**src/rtl/fpadd_arbiter.sv**
```systemverilog
// Two-requester front end for one shared pipelined fpadd, with drain/flush control.
// Build with FPARB_FIXED_PRIO_EN defined to make requester 0 always win contention.
module fpadd_arbiter #(
    parameter int W   = 32,
    parameter int LAT = 3
) (
    input  logic         clk,
    input  logic         rst,
    input  logic         req0_valid,
    input  logic [W-1:0] req0_a,
    input  logic [W-1:0] req0_b,
    input  logic         req1_valid,
    input  logic [W-1:0] req1_a,
    input  logic [W-1:0] req1_b,
    output logic         req0_ready,
    output logic         req1_ready,
    output logic [W-1:0] add_a,
    output logic [W-1:0] add_b,
    input  logic [W-1:0] add_out,
    output logic         res0_valid,
    output logic         res1_valid,
    output logic [W-1:0] res_data,
    input  logic         drain,
    output logic         drained,
    output logic         busy
);

    localparam int CW = $clog2(LAT + 1);

    typedef enum logic [1:0] {
        RUN   = 2'd0,
        DRAIN = 2'd1,
        DONE  = 2'd2
    } state_t;

    state_t        state, state_nxt;
    logic [CW-1:0] count, count_nxt;
    logic [LAT:1]  tag_v;
    logic [LAT:1]  tag_id;
    logic          open_g;
    logic          gnt1;
    logic          acc0, acc1, acc;
    logic          res_v;

    // Grants are closed while draining and while reset is held.
    assign open_g = (state == RUN) && !drain && !rst;

`ifdef FPARB_FIXED_PRIO_EN
    assign gnt1 = req1_valid && !req0_valid;
`else
    logic last;

    assign gnt1 = req1_valid && (!req0_valid || !last);

    always_ff @(posedge clk or posedge rst) begin
        if (rst)
            last <= 1'b1;
        else if (acc)
            last <= acc1;
    end
`endif

    assign req0_ready = open_g && !gnt1;
    assign req1_ready = open_g && gnt1;

    assign acc0 = req0_valid && req0_ready;
    assign acc1 = req1_valid && req1_ready;
    assign acc  = acc0 || acc1;

    always_ff @(posedge clk or posedge rst) begin
        if (rst) begin
            add_a <= '0;
            add_b <= '0;
        end else if (acc1) begin
            add_a <= req1_a;
            add_b <= req1_b;
        end else if (acc0) begin
            add_a <= req0_a;
            add_b <= req0_b;
        end
    end

    // Tag stage k is valid k-1 cycles after acceptance; stage LAT meets add_out.
    always_ff @(posedge clk or posedge rst) begin
        if (rst) begin
            tag_v  <= '0;
            tag_id <= '0;
        end else begin
            for (int i = LAT; i > 1; i--) begin
                tag_v[i]  <= tag_v[i-1];
                tag_id[i] <= tag_id[i-1];
            end
            tag_v[1]  <= acc;
            tag_id[1] <= acc1;
        end
    end

    assign res_v      = tag_v[LAT];
    assign res0_valid = res_v && !tag_id[LAT];
    assign res1_valid = res_v && tag_id[LAT];
    assign res_data   = rst ? '0 : add_out;

    always_comb begin
        count_nxt = count;
        unique case ({acc, res_v})
            2'b10:   count_nxt = count + CW'(1);
            2'b01:   count_nxt = count - CW'(1);
            default: count_nxt = count;
        endcase
    end

    always_ff @(posedge clk or posedge rst) begin
        if (rst)
            count <= '0;
        else
            count <= count_nxt;
    end

    assign busy = (count != '0);

    always_ff @(posedge clk or posedge rst) begin
        if (rst)
            state <= RUN;
        else
            state <= state_nxt;
    end

    // DRAIN looks at the post-edge count so drained follows the last result directly.
    always_comb begin
        state_nxt = state;
        unique case (state)
            RUN:     if (drain) state_nxt = DRAIN;
            DRAIN:   if (count_nxt == '0) state_nxt = DONE;
            DONE:    if (!drain) state_nxt = RUN;
            default: state_nxt = RUN;
        endcase
    end

    assign drained = (state == DONE);

endmodule

```
**config.mk**
```make
export PLATFORM = sky130hd
export DESIGN_NAME = fpadd_arbiter
export DESIGN_NICKNAME = d
export VERILOG_FILES = /design/src/rtl/fpadd_arbiter.sv
export SDC_FILE = /design/constraint.sdc
export NUM_CORES = 1
export LEC_CHECK = 0
export BUFFER_PORTS_ARGS = -buffer_cell sky130_fd_sc_hd__buf_2
export CAP_MARGIN = 20
export CELL_PAD_IN_SITES_DETAIL_PLACEMENT = 1
export CELL_PAD_IN_SITES_GLOBAL_PLACEMENT = 1
export CORE_MARGIN = 1
export CORE_UTILIZATION = 27
export CTS_BUF_LIST = sky130_fd_sc_hd__clkbuf_8
export DETAILED_ROUTE_END_ITERATION = 16
export PLACE_DENSITY = 0.77
export SYNTH_ARGS = -nofsm -noshare
export SYNTH_HDL_FRONTEND = slang
export SYNTH_SLANG_ARGS = --single-unit
```
**constraint.sdc**
```tcl
create_clock -name clk -period 2.85 [get_ports clk]
set_input_delay 0.855 -clock clk [delete_from_list [all_inputs] [get_ports clk]]
set_output_delay 0.855 -clock clk [all_outputs]
set_load 0.01 [all_outputs]
```
Word level (Yosys, flattened, before mapping)
Index checks and enable logic that the tools add are counted.
Widths: inputs -> output; s select.
{"block": "totals", "regBits": 75, "in_bits": 165, "out_inout_bits": 102, "wordCells": 48}
{"block": "op_classes", "n_addsub": 2, "n_eq_ne": 7, "n_mux": 10, "reduce_logical": 22}
{"operator": "$mux 32", "n": 5}
{"operator": "$logic_and 1x1->1", "n": 9}
{"operator": "$logic_not 1->1", "n": 6}
{"operator": "$mux 2", "n": 3}
{"operator": "$ne 2x2->1 const B", "n": 3}
{"operator": "$pmux 2 s3", "n": 1}
{"operator": "$eq 2x1->1 const B", "n": 2}
{"operator": "$eq 2x2->1 const B", "n": 2}
{"operator": "$logic_not 2->1", "n": 2}
{"operator": "$pmux 2 s2", "n": 1}
{"operator": "$reduce_bool 2->1", "n": 2}
{"operator": "$reduce_and 3->1", "n": 1}
{"operator": "$add 2x1->2 const B", "n": 1}
{"operator": "$logic_or 1x1->1", "n": 2}
{"operator": "$sub 2x1->2 const B", "n": 1}

Longest topological paths before layout
Gate-level depths: netlist (run 1).
{"block": "depth", "ltp_word": 12, "depth_mapped": 7, "depth_no_buf": 6}

Least setup slack after synthesis (run 1)
No wires, ideal clock.
{"block": "synth_timing", "path_type": "input-to-output", "startpoint": "in drain", "endpoint": "out req0_ready", "t_arrival_ns": 1.833, "required_ns": 1.995, "path_slack_ns": 0.162, "stages": 4, "n_path_buf": 2, "cell_sequence": "or4_4 buf_6 buf_6 nor2_1"}
{"block": "synth_via", "elab_chain_len": 4}
{"item": "from (decl)", "line": "23", "rtl": "input logic drain,"}
{"item": "$logic_not 1->1"}
{"item": "$logic_and 1x1->1 (2 in a row)", "line": "46", "rtl": "assign open_g = (state == RUN) && !drain && !rst;"}
{"item": "$logic_and 1x1->1", "line": "63", "rtl": "assign req0_ready = open_g && !gnt1;"}
{"item": "to (decl)", "line": "15", "rtl": "output logic req0_ready,"}
Every way passes these cells.

Final worst setup path (run 1)
Same ends and word-level chain as after synthesis.

==> impl_metrics.json, run 1 <==
{
  "cts_tree": "yes",
  "drt-total-wl_mm": 14.5,
  "die_x_um": 122,
  "critPathBufInv": 2,
  "io_buffers": 266,
  "cts_setup_buffers": 0,
  "wl_met1_mm": 6.09,
  "crit_path_cell_trace": "buf_2 -> or4_4 -> nor2_1 -> buf_2",
  "clock-sinks": 75,
  "synthCells": 438,
  "crit_required_ps": 2000,
  "stdcell_count": 865,
  "critPathLaunchType": "primary input",
  "hold_buffers": 0,
  "setup_viol": 0,
  "p_comb_frac": 0.422,
  "dr_wl_met3_mm": 1.01,
  "critPathKind": "primary input to primary output",
  "antenna_cells": 0,
  "cpMostUsedCell": "buf_2",
  "die_h_um": 122,
  "ir_worst_vdd_mv": 0.268,
  "synth_top_area_share": 0.476,
  "p_sw_frac": 0.398,
  "pwr-share-clk": 0.165,
  "htreeDepth": 3,
  "hpwl_mm": 10.1,
  "fin_crit_ps": 2640,
  "cp.arrival_ps": 1780,
  "cts_root_buf": "clkbuf_8",
  "rsz0062_at_grt": "false",
  "stdcell_area_um2": 5490,
  "ant_nets": 0,
  "first_pass_iters": 4,
  "syn_area_um2": 3890,
  "dp_cells": 850,
  "status": "complete, no violations",
  "netlist_top_cells_area": "dfrtp_1 (48%), o31ai_1 (12%), a21oi_1 (8.5%)",
  "slew_headroom": 0.491,
  "wire_per_inst_um": 16.7,
  "crit_family": "simple AND/OR/NAND/NOR gates",
  "postPlaceCellArea_um2": 5320,
  "hp-class": "flip-flop to flip-flop",
  "initial_core_util": 0.278,
  "post-route-util": 0.392,
  "critical_path_depth": 4,
  "tightestPinTransition_ps": 763,
  "nets": 847,
  "crit_fanout": 4,
  "gp_congestion": 0.767,
  "cts.repair.resized": 0,
  "areaGrowthSynthToFinish_pct": 40.9,
  "worstRegToRegCells": 4,
  "grt_pass1_wl_mm": 22.3,
  "synth_seq_area_share": 0.482,
  "grt_pass1_vias": 4447,
  "finClkSkew_ps": 10.1,
  "powerDensity_nw_per_um2": 788,
  "ys_warn_count": 0,
  "drive_above_1_share": 0.436,
  "viasPerCell": 4.97,
  "p_sw_mw": 1.72,
  "postSynthAreaPerCell_um2": 8.89,
  "overflow": 0,
  "slew_violations": 0,
  "synth_top_area_cell": "dfrtp_1",
  "ff2ff_setup_slack_ps": 760,
  "highest_layer": "met4",
  "cts_buffer_depth": 2,
  "drv_cap": 0,
  "clkTransAtPathRegs_ps": 70,
  "ys_ff_latch": 75,
  "die-area_um2": 14900,
  "syn_nets": 604,
  "dr_wl_met2_mm": 7.14,
  "p_leak_nw": 2.79,
  "coreArea_um2": 14000,
  "io-pin-count": 267,
  "drc": 0,
  "cts_made_buffers": 9,
  "endpoint_kind": "primary output",
  "synth_cell_types": 30,
  "grt_usage": 0.194,
  "clk_latency_ps": 360,
  "antenna_found_initial": 0,
  "power_frac_seq": 0.413,
  "slowest_delay_ps": 530,
  "num_rows": 43,
  "drtIter0Drc": 153,
  "via_count": 4297,
  "post-route-period-util": 0.925,
  "holdPathStages": 0,
  "finalHoldViolations": 0,
  "grt_max_degree": 67,
  "cpMaxStageDelayCell": "or4_4",
  "internal_power_mw": 2.61,
  "max_freq_mhz": 379,
  "finalSetupTns_ps": 0
}
## flip-flops by register name, summed over array words and instances, names as in the netlist
signal and cells:
state 2, add_b 32, add_a 32, tag_v 3, count 2, tag_id 3
last 1
## cells in the mapped netlist
cell type  instances
dfrtp_1           74
nor2_1            69
a21oi_1           66
o21ai_1           64
o31ai_1           64
nor2b_1           35
clkbuf_1          20
buf_2             13
buf_6              6
buf_1              4
xnor2_1            3
nand2b_1           2
a21bo_2            1
a21boi_1           1
a22o_1             1
a31oi_1            1
and2_1             1
buf_4              1
dfstp_2            1
ha_1               1
inv_1              1
inv_2              1
nor4_4             1
o211ai_1           1
o21ai_0            1
o21ai_2            1
or2_2              1
or3b_2             1
or4_4              1
xor2_1             1
## layout make-up
cell class | instances | area, um2
Clock inverter | 5 | 23.8
Timing Repair Buffer | 276 | 1410
Tap cell | 180 | 225
Sequential cell | 75 | 1880
Inverter | 2 | 11.3
Multi-Input combinational cell | 317 | 1800
Clock buffer | 10 | 138
Fill cell | 1752 | 8500
## placed cells by master (no fill, tap or decap), drive strengths merged, types with 2 or more instances in the layout
master / synthesis / routed
nand2b: 2 / 2
nor2b: 35 / 35
inv: 2 / 4
buf: 24 / 276
dfrtp: 74 / 74
xnor2: 3 / 3
clkinvlp: 0 / 2
a21oi: 66 / 66
nor2: 69 / 69
clkbuf: 20 / 10
o31ai: 64 / 64
o21ai: 66 / 66
## path summary, 6_finish.rpt
| path | startpoint | end |
|---|---|---|
| max | drain | req0_ready |
| max in group asynchronous | rst | add_b[3] |
| max reg2reg | state[0] | add_b[1] |
| min | tag_v[1] | tag_v[2] |
| min in group asynchronous | rst | add_a[7] |
| min reg2reg | tag_v[1] | tag_v[2] |
## through the flow
step / worst slack (ps) / power [mW] / hold slack [ps]
after CTS: 217 / 4.39 / 354
after global placement: 221 / 3.57 / 332
after global routing: 178 / 4.65 / 375
final: 215 / 4.32 / 349
after floorplan: 162 / 2.83 / 331
after detailed placement: 221 / 3.66 / 336
## power groups by stage
| stage | Combinational [mW] | Clock, mW | Sequential (mW) |
|---|---|---|---|
| finish | 1.82 | 0.715 | 1.79 |
| global route | 2.02 | 0.788 | 1.84 |
| CTS | 1.85 | 0.751 | 1.79 |
| detailed placement | 1.86 | 0 | 1.80 |
| global placement | 1.79 | 0 | 1.78 |
| floorplan | 0.880 | 0 | 1.95 |
## kinds of logic (layout without fill, tap and decap cells)
family | after synthesis | in the layout | synth area share
compound gates | 201 | 201 | 0.304
flops | 75 | 75 | 0.482
simple gates | 111 | 111 | 0.140
buf+inv | 46 | 293 | 0.0611
xor+xnor | 4 | 4 | 0.00900
fa+ha+maj | 1 | 1 | 0.00321
## layer usage
metal  vias to the layer above  global-route usage
met3                        14              0.0365
met5                         -                   0
met1                      2072               0.228
met4                         0              0.0732
li1                       2047                   -
met2                       164               0.347
## worst register-to-register path: stages, from the launching register on
cell,delay [ps]
dfrtp_1,460
nor4_4,390
buf_4,670
a21oi_1,200
o31ai_1,290
Note: power is estimated with default switching activity, not from simulation.
==> inputs of run 2 (changes only) <==
Settings changed: PLACE_DENSITY 0.77 to default, PLACE_DENSITY_LB_ADDON from default to 0.2.
==> impl_metrics.json, run 2 (synthesis results as in run 1) <==
{
  "crit_fanout": 4,
  "cts.repair.resized": 0,
  "p_leak_nw": 2.81,
  "status": "complete, no violations",
  "drive_above_1_share": 0.443,
  "io_buffers": 266,
  "n_fill_cell": 1725,
  "rsz0062_at_grt": "false",
  "critPathLaunchType": "primary input",
  "cts_tree": "yes",
  "dp_slack_ps": 217,
  "endpoint_kind": "primary output",
  "io-pin-count": 267,
  "multiInputGateArea_um2": 1800,
  "grt_max_degree": 67,
  "hold_buffers": 0,
  "nets": 848,
  "crit_required_ps": 2000,
  "drc": 0,
  "tightestPinTransition_ps": 779,
  "cts_root_buf": "clkbuf_8",
  "initial_core_util": 0.278,
  "hp-class": "flip-flop to flip-flop",
  "grt_pass1_vias": 4504,
  "finalHoldViolations": 0,
  "drv_cap": 0,
  "cp.arrival_ps": 1780,
  "max_freq_mhz": 380,
  "die_x_um": 122,
  "reg_top3": "add_a (32), add_b (32)",
  "num_rows": 43,
  "slew_headroom": 0.481,
  "postPlaceCellArea_um2": 5330,
  "setup_viol": 0,
  "grt_pass1_wl_mm": 23.6,
  "cts_setup_buffers": 0,
  "first_pass_iters": 4,
  "finalSetupTns_ps": 0,
  "cts_buffer_depth": 2,
  "die_h_um": 122,
  "via_count": 4357,
  "ant_nets": 0,
  "ff2ff_setup_slack_ps": 710,
  "clock-sinks": 75,
  "post-route-period-util": 0.924,
  "wire_per_inst_um": 17.3,
  "cpMostUsedCell": "buf_2",
  "fin_crit_ps": 2630,
  "crit_family": "simple AND/OR/NAND/NOR gates",
  "gp_congestion": 0.719,
  "die-area_um2": 14900,
  "critPathBufInv": 2,
  "areaGrowthSynthToFinish_pct": 42.8,
  "antenna_found_initial": 0,
  "slew_violations": 0,
  "finClkSkew_ps": 9.89,
  "clkTransAtPathRegs_ps": 80,
  "final_cell_mix": "buf_2 (266), dfrtp_1 (74), nor2_1 (68), a21oi_1 (66)",
  "hpwl_mm": 10.2,
  "fin_ws_ps": 217,
  "cpMaxStageDelayCell": "or4_4",
  "stdcell_area_um2": 5560,
  "ff_latch_area_um2": 1880,
  "grt_usage": 0.205,
  "cts_made_buffers": 9,
  "drt-total-wl_mm": 15.0,
  "overflow": 0,
  "final_common_cell": "buf_2",
  "slowest_delay_ps": 530,
  "crit_path_cell_trace": "buf_2 -> or4_4 -> nor2_1 -> buf_2",
  "powerDensity_nw_per_um2": 820,
  "coreArea_um2": 14000,
  "drtIter0Drc": 182,
  "viasPerCell": 5.02,
  "htreeDepth": 3,
  "clk_latency_ps": 350,
  "ir_worst_vdd_mv": 0.290,
  "power_mw": 4.56,
  "critPathKind": "primary input to primary output"
}
-- run 2: cell types whose count changed in the layout (fill, tap and decap cells not counted), sizes merged --
cell      change
clkinv        -1
buf           +1
inv           -1
clkbuf        -1
clkinvlp      +2
bufinv        +2
diode         +1
-- run 2: final cells by class --
class | instances | share of cell area
flip-flops and latches | 75 | 0.338
diodes | 1 | 0.000450
inverters | 2 | 0.00203
clock buffers | 9 | 0.0223
repair buffers | 277 | 0.254
multi-input cells | 317 | 0.324
well taps | 180 | 0.0405
clock inverters | 7 | 0.0180
-- run 2: final timing paths --
kind,from,endpoint,cells past startpoint
setup reg to reg,state[0],add_b[16],4
setup / recovery,drain,req0_ready,4
max in group asynchronous,rst,add_b[23],4
hold / removal,tag_id[2],tag_id[3],0
min in group asynchronous,rst,add_a[18],4
hold reg to reg,tag_id[2],tag_id[3],0
-- run 2: per-stage QoR --
stage / util / hold slack (ps) / cells
floorplan: - / 331 / 438
CTS: 0.397 / 358 / 867
global route: 0.397 / 362 / 867
global placement: 0.381 / 333 / 851
finish: 0.397 / 355 / 868
detailed placement: 0.381 / 336 / 851
-- run 2: worst reg2reg max path: cells and delay by family, from the launching register on --
| kind | cells | cell delay (ps) |
|---|---|---|
| flip-flops | 1 | 460 |
| buffers and inverters | 1 | 690 |
| AO/OA/AOI/OAI | 2 | 490 |
| AND/OR/NAND/NOR | 1 | 390 |
-- run 2: metal layers --
metal | routed length, um | GRT usage | up-vias
li1 | - | - | 2043
met1 | 6440 | 0.256 | 2132
met2 | 7330 | 0.356 | 165
met3 | 1010 | 0.0393 | 17
met4 | 212 | 0.0633 | 0
met5 | 0 | 0 | -
-- run 2: where the power goes --
part           internal [mW]  switching, mW  leakage (nW)
logic                  0.772           1.07          1.76
registers               1.51          0.254         0.950
clock network          0.499          0.449         0.102
==> inputs of run 3 (changes only) <==
Settings changed: CORE_ASPECT_RATIO from default to 0.9.
==> impl_metrics.json, run 3 (synthesis results as in run 1) <==
{
  "status": "complete, no violations",
  "grt_usage": 0.199,
  "antenna_cells": 0,
  "final_common_cell": "buf_2",
  "cts_made_buffers": 9,
  "finalSetupTns_ps": 0,
  "crit_start": "drain",
  "finalHoldViolations": 0,
  "cts_tree": "yes",
  "ant_nets": 0,
  "num_rows": 41,
  "drc": 0,
  "reg_top3": "add_a (32), add_b (32)",
  "fin_crit_ps": 2720,
  "critPathLaunchType": "primary input",
  "slew_headroom": 0.486,
  "first_pass_iters": 4,
  "critPathKind": "primary input to primary output",
  "htreeDepth": 3,
  "cpMaxStageDelayCell": "or4_4",
  "holdCritStartpoint": "tag_id[1]",
  "holdPathStages": 0,
  "powerDensity_nw_per_um2": 807,
  "die-area_um2": 14900,
  "grt_pass1_wl_mm": 23.2,
  "antenna_found_initial": 0,
  "critical_path_depth": 4,
  "cts_setup_buffers": 0,
  "viasPerCell": 4.92,
  "post-route-period-util": 0.956,
  "worstRegToRegCells": 6,
  "drtIter0Drc": 111,
  "hold_buffers": 0,
  "tightestPinTransition_ps": 771,
  "setup_viol": 0,
  "cts.repair.resized": 0,
  "endpoint_kind": "primary output",
  "finClkSkew_ps": 13.2,
  "hp-class": "flip-flop to flip-flop",
  "slowest_delay_ps": 560,
  "io_buffers": 266,
  "final_cell_mix": "buf_2 (266), dfrtp_1 (74), nor2_1 (68), a21oi_1 (66)",
  "cts_buffer_depth": 2,
  "max_freq_mhz": 367,
  "rsz0062_at_grt": "false",
  "crit_path_cell_trace": "buf_2 -> or4_4 -> nor2_1 -> buf_2",
  "coreArea_um2": 14100,
  "areaGrowthSynthToFinish_pct": 43.2,
  "crit_required_ps": 2000,
  "initial_core_util": 0.277,
  "drt-total-wl_mm": 14.7,
  "clk_latency_ps": 360,
  "p_leak_nw": 2.82,
  "drive_above_1_share": 0.439,
  "nets": 847,
  "cp.arrival_ps": 1870,
  "hpwl_mm": 10.1,
  "slew_violations": 0,
  "via_count": 4325,
  "io-pin-count": 267,
  "grt_pass1_vias": 4436,
  "r2r-start": "state[0]",
  "cts_root_buf": "clkbuf_8",
  "post-route-util": 0.397,
  "gp_congestion": 0.746,
  "clock-sinks": 75,
  "n_fill_cell": 1784,
  "die_x_um": 129,
  "clkTransAtPathRegs_ps": 70,
  "cpMostUsedCell": "buf_2",
  "die_h_um": 116,
  "drv_cap": 0,
  "crit_fanout": 6,
  "critPathBufInv": 2,
  "crit_family": "simple AND/OR/NAND/NOR gates",
  "wire_per_inst_um": 16.7,
  "holdWs_ps": 355,
  "ir_worst_vdd_mv": 0.342,
  "overflow": 0,
  "grt_max_degree": 67
}
==> run 3: worst register-to-register path: stages, from the launching register on <==
cell and delay (ps):
dfrtp_1 460, nor4_4 370, o21ai_4 100, ha_1 340, or3b_2 470, o211ai_1 110
a21oi_1 90
==> run 3: report_power, final <==
group	total [mW]	leakage [nW]	switching (mW)	internal (mW)
registers	1.76	0.950	0.254	1.51
clock network	0.886	0.116	0.401	0.485
logic	1.85	1.76	1.07	0.777
==> run 3: cell type report <==
| class | count | area (um2) | share of cell area |
|---|---|---|---|
| clock buffers | 9 | 124 | 0.0222 |
| repair buffers | 276 | 1430 | 0.257 |
| well taps | 193 | 241 | 0.0433 |
| clock inverters | 7 | 86.3 | 0.0155 |
| multi-input cells | 317 | 1800 | 0.323 |
| inverters | 2 | 11.3 | 0.00202 |
| flip-flops and latches | 75 | 1880 | 0.337 |
==> run 3: routing by layer <==
layer | vias to the layer above | global-route usage | share of wire
met4 | 0 | 0.0408 | 0.0076
li1 | 2040 | - | -
met3 | 8 | 0.0605 | 0.072
met1 | 2122 | 0.250 | 0.44
met2 | 155 | 0.338 | 0.48
met5 | - | 0 | 0
==> run 3: path summary, 6_finish.rpt <==
kind	to	slack [ps]
worst max-delay path	req0_ready	130
worst min-delay path	tag_id[2]	360
worst max register to register	state[0]	790
worst min register to register	tag_id[2]	360
max in group asynchronous	add_a[2]	1450
min in group asynchronous	add_a[20]	760
==> run 3: stage by stage <==
stage	total power, mW	instances	cell area, um2	setup slack (ps)
floorplan	2.83	438	3900	162
global placement	3.60	863	5370	169
detailed placement	3.67	863	5370	132
CTS	4.58	879	5580	127
global route	4.85	879	5580	97.1
finish	4.50	879	5580	126
